**config.mk**
```make
export PLATFORM = sky130hd
export DESIGN_NAME = reg_file_streamer
export DESIGN_NICKNAME = d
export VERILOG_FILES = /design/src/rtl/reg_file_streamer.sv
export SDC_FILE = /design/constraint.sdc
export NUM_CORES = 1
export LEC_CHECK = 0
export CORE_MARGIN = 5
export CORE_UTILIZATION = 30
export CTS_CLUSTER_SIZE = 28
export DETAILED_ROUTE_END_ITERATION = 6
export MAX_ROUTING_LAYER = met4
export SYNTH_ARGS = -nofsm -noshare
export SYNTH_HDL_FRONTEND = slang
export SYNTH_SLANG_ARGS = --single-unit
```
**constraint.sdc**
```tcl
create_clock -name Clock -period 1.8 [get_ports Clock]
set_input_delay 0.36 -clock Clock [delete_from_list [all_inputs] [get_ports Clock]]
set_output_delay 0.36 -clock Clock [all_outputs]
set_load 0.02 [all_outputs]
```
**src/rtl/reg_file_streamer.sv**
```systemverilog
// rtl/reg_file_streamer.sv - block load/dump sequencer for a 2^ADDR_WIDTH x DATA_WIDTH register file
module reg_file_streamer #(
    parameter int ADDR_WIDTH = 6,
    parameter int DATA_WIDTH = 16
) (
    input  logic                  Clock,
    input  logic                  nReset,
    input  logic                  Start,
    input  logic                  Mode,
    input  logic [ADDR_WIDTH-1:0] BaseAddress,
    input  logic [ADDR_WIDTH:0]   Count,
    output logic                  Busy,
    output logic                  Done,
    output logic [ADDR_WIDTH-1:0] AddressA,
    output logic [ADDR_WIDTH-1:0] AddressB,
    output logic [DATA_WIDTH-1:0] WriteData,
    output logic                  WriteEnable,
    input  logic [DATA_WIDTH-1:0] ReadDataA,
    input  logic [DATA_WIDTH-1:0] ReadDataB,
    output logic [DATA_WIDTH-1:0] OutData,
    output logic                  OutValid,
    input  logic                  OutReady,
    input  logic [DATA_WIDTH-1:0] InData,
    input  logic                  InValid,
    output logic                  InReady
);

    typedef enum logic [2:0] {
        IDLE   = 3'd0,
        READ   = 3'd1,
        EMIT_A = 3'd2,
        EMIT_B = 3'd3,
        LOAD   = 3'd4,
        DONE   = 3'd5
    } state_t;

    localparam logic [ADDR_WIDTH:0]   LAST_WORD = (ADDR_WIDTH + 1)'(1);
    localparam logic [ADDR_WIDTH-1:0] STEP_ONE  = ADDR_WIDTH'(1);
    localparam logic [ADDR_WIDTH-1:0] STEP_TWO  = ADDR_WIDTH'(2);

    state_t                  state, state_next;
    logic [ADDR_WIDTH-1:0]   ptr, ptr_next;
    logic [ADDR_WIDTH:0]     remaining, remaining_next;
    logic [DATA_WIDTH-1:0]   hold_a, hold_b;

    always_ff @(posedge Clock) begin
        if (!nReset) begin
            state     <= IDLE;
            ptr       <= '0;
            remaining <= '0;
            hold_a    <= '0;
            hold_b    <= '0;
        end else begin
            state     <= state_next;
            ptr       <= ptr_next;
            remaining <= remaining_next;
            if (state == READ) begin
                hold_a <= ReadDataA;
                hold_b <= ReadDataB;
            end
        end
    end

    // Stream outputs come only from flops: the state register and the hold registers.
    assign OutValid = (state == EMIT_A) || (state == EMIT_B);
    assign OutData  = (state == EMIT_B) ? hold_b : hold_a;

    always_comb begin
        state_next     = state;
        ptr_next       = ptr;
        remaining_next = remaining;
        Busy           = (state != IDLE);
        Done           = 1'b0;
        AddressA       = '0;
        AddressB       = '0;
        WriteData      = '0;
        WriteEnable    = 1'b0;
        InReady        = 1'b0;
        case (state)
            IDLE: begin
                if (Start) begin
                    if (Count == '0) begin
                        state_next = DONE;
                    end else begin
                        ptr_next       = BaseAddress;
                        remaining_next = Count;
                        state_next     = Mode ? LOAD : READ;
                    end
                end
            end
            READ: begin
                AddressA   = ptr;
                AddressB   = ptr + STEP_ONE;
                state_next = EMIT_A;
            end
            EMIT_A: begin
                if (OutReady) begin
                    remaining_next = remaining - LAST_WORD;
                    state_next     = (remaining == LAST_WORD) ? DONE : EMIT_B;
                end
            end
            EMIT_B: begin
                if (OutReady) begin
                    remaining_next = remaining - LAST_WORD;
                    ptr_next       = ptr + STEP_TWO;
                    state_next     = (remaining == LAST_WORD) ? DONE : READ;
                end
            end
            LOAD: begin
                InReady   = 1'b1;
                AddressA  = ptr;
                WriteData = InData;
                // Gated by reset so the word presented on a reset edge is never committed.
                WriteEnable = InValid & nReset;
                if (InValid) begin
                    ptr_next       = ptr + STEP_ONE;
                    remaining_next = remaining - LAST_WORD;
                    if (remaining == LAST_WORD) begin
                        state_next = DONE;
                    end
                end
            end
            DONE: begin
                Done       = 1'b1;
                state_next = IDLE;
            end
            default: state_next = IDLE;
        endcase
    end

endmodule

```
==> summary.md <==
| Metric | Value |
|---|---|
| Final min period | `1990 ps` |
| Reg-to-Reg End | `remaining[5]` |
| Total gr overflow | `0` |
| Hold Path Depth | `2` |
| Fill cells | `760` |
| Multi-input gate area | `2070 um^2` |
| Post-synth top area cell | `dfxtp_1` |
| CTS Root Cell | `clkbuf_8` |
| Initial DRT Pass Iterations | `4` |
| Htree depth | `2` |
| Failing checks | `negative setup slack` |
| Mean Syn Cell Area | `7.01 um^2` |
| Drt drc | `0` |
| Dominant synthesized flop cell | `dfxtp_1` |
| PnR worst setup slack | `-189 ps` |
| Setup violations, final | `59` |
| CTS sink cnt | `48` |
| Dominant cells by area after synthesis | `dfxtp_1 (36%), nand2_1 (17%), a21oi_1 (8.5%), and2_1 (4.2%), nor2_1 (3.3%)` |
| CP Class | `flip-flop to primary output` |
| Unrepaired setup endpoints after global routing | `true` |
| P per Cell Area | `1420 nW/um^2` |
| Syn nets | `457` |
| First-pass GRT wire length | `between 15 and 20 mm` |
| EDFF count, synth | `0` |
| Placed Area | `between 4000 and 5000 um^2` |
| Inserted Diodes | `0` |
| Chip width | `105 um` |
| Worst R2R Start | `state[0]` |
| Max-cap violations | `0` |
| Worst-Margin Slew | `425 ps` |
| Io pins | `116` |
| CTS tree | `done` |
| Total number of vias | `about 3.4k` |
| Drt first-iter violations | `~130` |
| Hold path start | `hold_b[2]` |
| Maximum VDD drop | `0.000593 V` |
| CTS Buf Count | `5` |
| LEAKAGE | `2.30 nW` |
| FF-to-FF path depth | `8` |
| Fin. Hold Viols | `0` |
| Clk pin slew, worst setup/hold paths | `90 ps` |
| Slew headroom | `71.4%` |
| Rows | `34` |
| Layout area overhead | `99.2%` |
| Startpoint Class | `flip-flop` |
| Core ar. | `~8800 um^2` |
| Hold-fix buffers at CTS | `0` |
| Initial antenna violation count | `0` |
| Die height | `105 um` |
| Clk_lat worst skew | `around 300 ps` |
| Fin area | `5390 um^2` |
| Largest net degree at the start of global routing | `33` |
| Critical path arrival | `around 1600 ps` |
| Vias in the first global route | `3447` |
| Post-synth top area share | `35.5%` |
| Crit-path max FO | `7` |
| Synth top cells by count | `nand2_1 (123), dfxtp_1 (48), a21oi_1 (46)` |
| Ys Warns | `0` |
| Starting Density | `30.9%` |
| CP required | `1440 ps` |
| Hold WS | `461 ps` |
| Reg2reg setup slack | `-150 ps` |
| Post-DP HPWL | `approximately 7.4 mm` |
| Antenna Nets Post-Route | `0` |
| DR vias/cell | `4.95` |
| Worst hold path class | `flip-flop to flip-flop` |
| Cell count after synthesis | `386` |
| Post-synthesis cell type count | `between 40 and 50` |
| Status | `finished with violations` |
| Max-slew violations | `0` |
| Number of port buffers | `roughly 120` |
| Reg area | `972 um^2` |
| CP endpoint kind | `primary output` |
| Fmax | `between 500 and 600 MHz` |
| Final WL | `10.8 mm` |
| Worst Hold Path EP | `hold_b[2]` |
| Post-Syn Area | `2710 um^2` |
| Asr flop ratio synth | `0%` |
| Die Footprint | `~11000 um^2` |
| GRT Util Overall | `18.7%` |
| Fin crit share | `111%` |
| Yosys reg bits | `48` |
| Most frequent cell after synthesis | `nand2_1` |
| Clk_skew | `4.43 ps` |
| Layout cells sized above 1 | `44.9%` |
| Clock buffer depth | `2` |
| Net count, final | `640` |
| Routed WL per cell | `15.9 um` |
| Placer Congestion | `0.873` |
| Sequential cell area fraction in the yosys report | `35.5%` |
[worst max-delay path, cell delays in order, from the launching register on]
cell and delay [ps]:
dfxtp_4 380, or3b_4 420, clkinv_8 80, buf_12 110
buf_12 100, and2_4 130, buf_6 110
[stage by stage]
stage / worst slack, ps / TNS [ps] / util (%) / power, mW / instances
2_1_floorplan: -70.8 / -341 / - / 3.63 / 386
5_1_grt: -245 / -10910 / 61.5 / 8.08 / 678
6_report: -189 / -7200 / 61.5 / 7.63 / 678
4_1_cts: -199 / -7280 / 58.0 / 7.14 / 672
3_5_place_dp: -395 / -18840 / 49.8 / 5.40 / 640
3_3_place_gp: -388 / -18610 / 49.8 / 5.35 / 640
[routing by layer]
layer  routed length (um)  global-route usage (%)  vias to the layer above
met2                 5630                    34.0                      107
li1                     -                       -                     1672
met3                  390                    2.71                       11
met5                    0                       -                        -
met1                 4580                    21.5                     1568
met4                  149                    4.66                        0
[power breakdown]
part           internal, mW  switching (mW)  leakage [nW]  total [mW]
clock network         0.315           0.389        0.0516       0.704
logic                  2.79            2.52          1.85        5.31
registers              1.36           0.260         0.394        1.62
[logic make-up (layout without fill, tap and decap cells)]
family	after synthesis	after routing	synth area share, %
mux	1	1	0.370
flops	48	48	35.5
xor+xnor	4	4	1.29
simple gates	204	204	34.0
fa+ha+maj	4	4	1.85
buf+inv	35	219	6.10
compound gates	90	90	20.9
[state kept, by name (all words and copies together) (netlist names)]
register / cells
hold_a: 16
hold_b: 16
remaining: 7
ptr: 6
state: 3
[layout by cell type (no fill, tap or decap), types with 5 or more instances in the layout]
cell type | Yosys | final
a21oi_1 | 46 | 43
nand3_1 | 6 | 5
buf_12 | 0 | 7
and2_4 | 0 | 17
nor2_1 | 24 | 13
nand2_1 | 123 | 79
o21ai_0 | 7 | 5
nand2_4 | 1 | 20
nand2_2 | 0 | 25
dfxtp_1 | 48 | 43
inv_1 | 7 | 6
clkdlybuf4s50_1 | 0 | 63
o31ai_1 | 6 | 6
buf_4 | 1 | 59
nor2_4 | 0 | 7
clkbuf_8 | 0 | 6
buf_6 | 2 | 64
o211ai_1 | 6 | 6
nor2b_1 | 7 | 6
[area by class of cell]
class | count | area share [%]
inverter | 9 | 0.905
clock buffer | 6 | 1.53
multi-input combinational | 303 | 38.4
timing repair buffer | 202 | 38.3
sequential | 48 | 18.0
clock inverter | 2 | 0.255
tap | 108 | 2.51
[worst max path at each step]
| stage | startpoint | end | slack, ps | depth (start not counted) |
|---|---|---|---|---|
| after floorplan | state[0] | AddressB[2] | -70 | 6 |
| after global placement | Count[2] | remaining[1] | -390 | 7 |
| after detailed placement | Count[2] | remaining[0] | -400 | 7 |
| after CTS | state[1] | OutData[0] | -200 | 8 |
| after global routing | state[1] | OutData[0] | -250 | 7 |
| final | state[0] | WriteData[6] | -190 | 6 |
[what timing repair did]
item / 4_1_cts / 5_1_grt
gates resized for setup: 383 / 74
pin swaps: 51 / 47
endpoints found under the setup margin: 64 / 63
setup buffers: 22 / 8
cloned: 3 / 1
Power figures use the tool's default switching activity.
==> patch, RTL diff (same flow settings) <==
The parameter `DATA_WIDTH` goes from 16 to 32.
--- a/src/rtl/reg_file_streamer.sv
+++ b/src/rtl/reg_file_streamer.sv
@@ -1,7 +1,7 @@
 // rtl/reg_file_streamer.sv - block load/dump sequencer for a 2^ADDR_WIDTH x DATA_WIDTH register file
 module reg_file_streamer #(
     parameter int ADDR_WIDTH = 6,
-    parameter int DATA_WIDTH = 16
+    parameter int DATA_WIDTH = 32
 ) (
     input  logic                  Clock,
     input  logic                  nReset,
Interface: changed (5 resized); port bits go from 116 to 196. The function was not compared with the original's and may differ.
==> patch against the original RTL <==
- worst hold slack worse by 0.0077 ns
- final area is 48% higher
- largest power group unchanged
- routed wire length up 61%
- power increased by 38%
- sequential cell count rose by 32
- combinational power rose by 19%
- setup slack lost 0.013 ns
- synthesized area rose by 56%
- the run still ends with setup timing left
==> patch: results (changes against the original RTL) <==
* Relative slew slack at 0.613 (-0.101)
* Mean Syn Cell Area at 6.99 um2 (-0.33%)
* Seq/Total Area, Yosys at 0.380 (+0.0250)
* Max rail drop VDD at 0.823 mV (+39%)
* Clk_buf instances at 9 (+3)
* Nets@finish at 979 (+53%)
* Post-synthesis compound-gate area fraction at 0.178 (-0.0307)
* Status: finished with violations
* Final Util at 0.579 (-0.0367)
* Xor/xnor share of the synthesized area at 0.00831 (-0.00463)
* Final setup margin at -0.202 ns (-0.0128 ns)
* Hold WS at 0.453 ns (-0.00775 ns)
* Final Setup Violations at 95 (+61%)
* Fillers at 1280 (+68%)
* Cells on worst reg2reg path at 9 (+1)
* Hold_sp: hold_a[15]
* Adder-Cell Fraction of Synth Area at 0.0119 (-0.00662)
* Multi-input logic area at 2890 um2 (+39%)
* Met1 usage at 0.248 (+0.0334)
* Biggest regs: hold_a (32), hold_b (32), remaining (7)
* Worst slack, placed at -0.470 ns (-0.0749 ns)
* Pre-Repair DR Iteration Count at 5 (+1)
* Failing checks: setup timing
* WHS Endpoint: hold_a[15]
* Syn Nets at 722 (+58%)
* GPL Wtd Cong at 0.880 (+0.79%)
* CTS H-tree depth at 3 (+1)
* Clock root cell: clkbuf_16
* Total track usage at 0.199 (+0.0115)
* CTS clk-pin slew, worst paths at 0.06 ns (-0.03 ns)
## patch: cell types whose count changed after synthesis, moves of 4 or more
| cell | delta |
|---|---|
| nand2_1 | +114 |
| and2_1 | +16 |
| dfxtp_1 | +32 |
| o211ai_1 | -5 |
| o21ai_0 | -4 |
| o32ai_1 | +5 |
| a21oi_1 | +31 |
| or3_1 | +4 |
| nor2_1 | -10 |
| buf_2 | +13 |
| nor3_1 | +6 |
| o31ai_1 | -5 |
## patch: power groups by stage
stage	Combinational, mW	Clock, mW	Sequential (mW)
floorplan	2.86	0	2.41
global placement	4.73	0	2.43
detailed placement	4.81	0	2.46
CTS	5.68	1.81	2.44
global route	6.73	1.88	2.54
finish	6.31	1.76	2.49
## patch: worst max path at each step
stage / endpoint
3_3_place_gp: ptr[5]
5_1_grt: OutData[9]
3_5_place_dp: AddressA[3]
2_1_floorplan: AddressB[1]
6_report: WriteEnable
4_1_cts: AddressA[3]
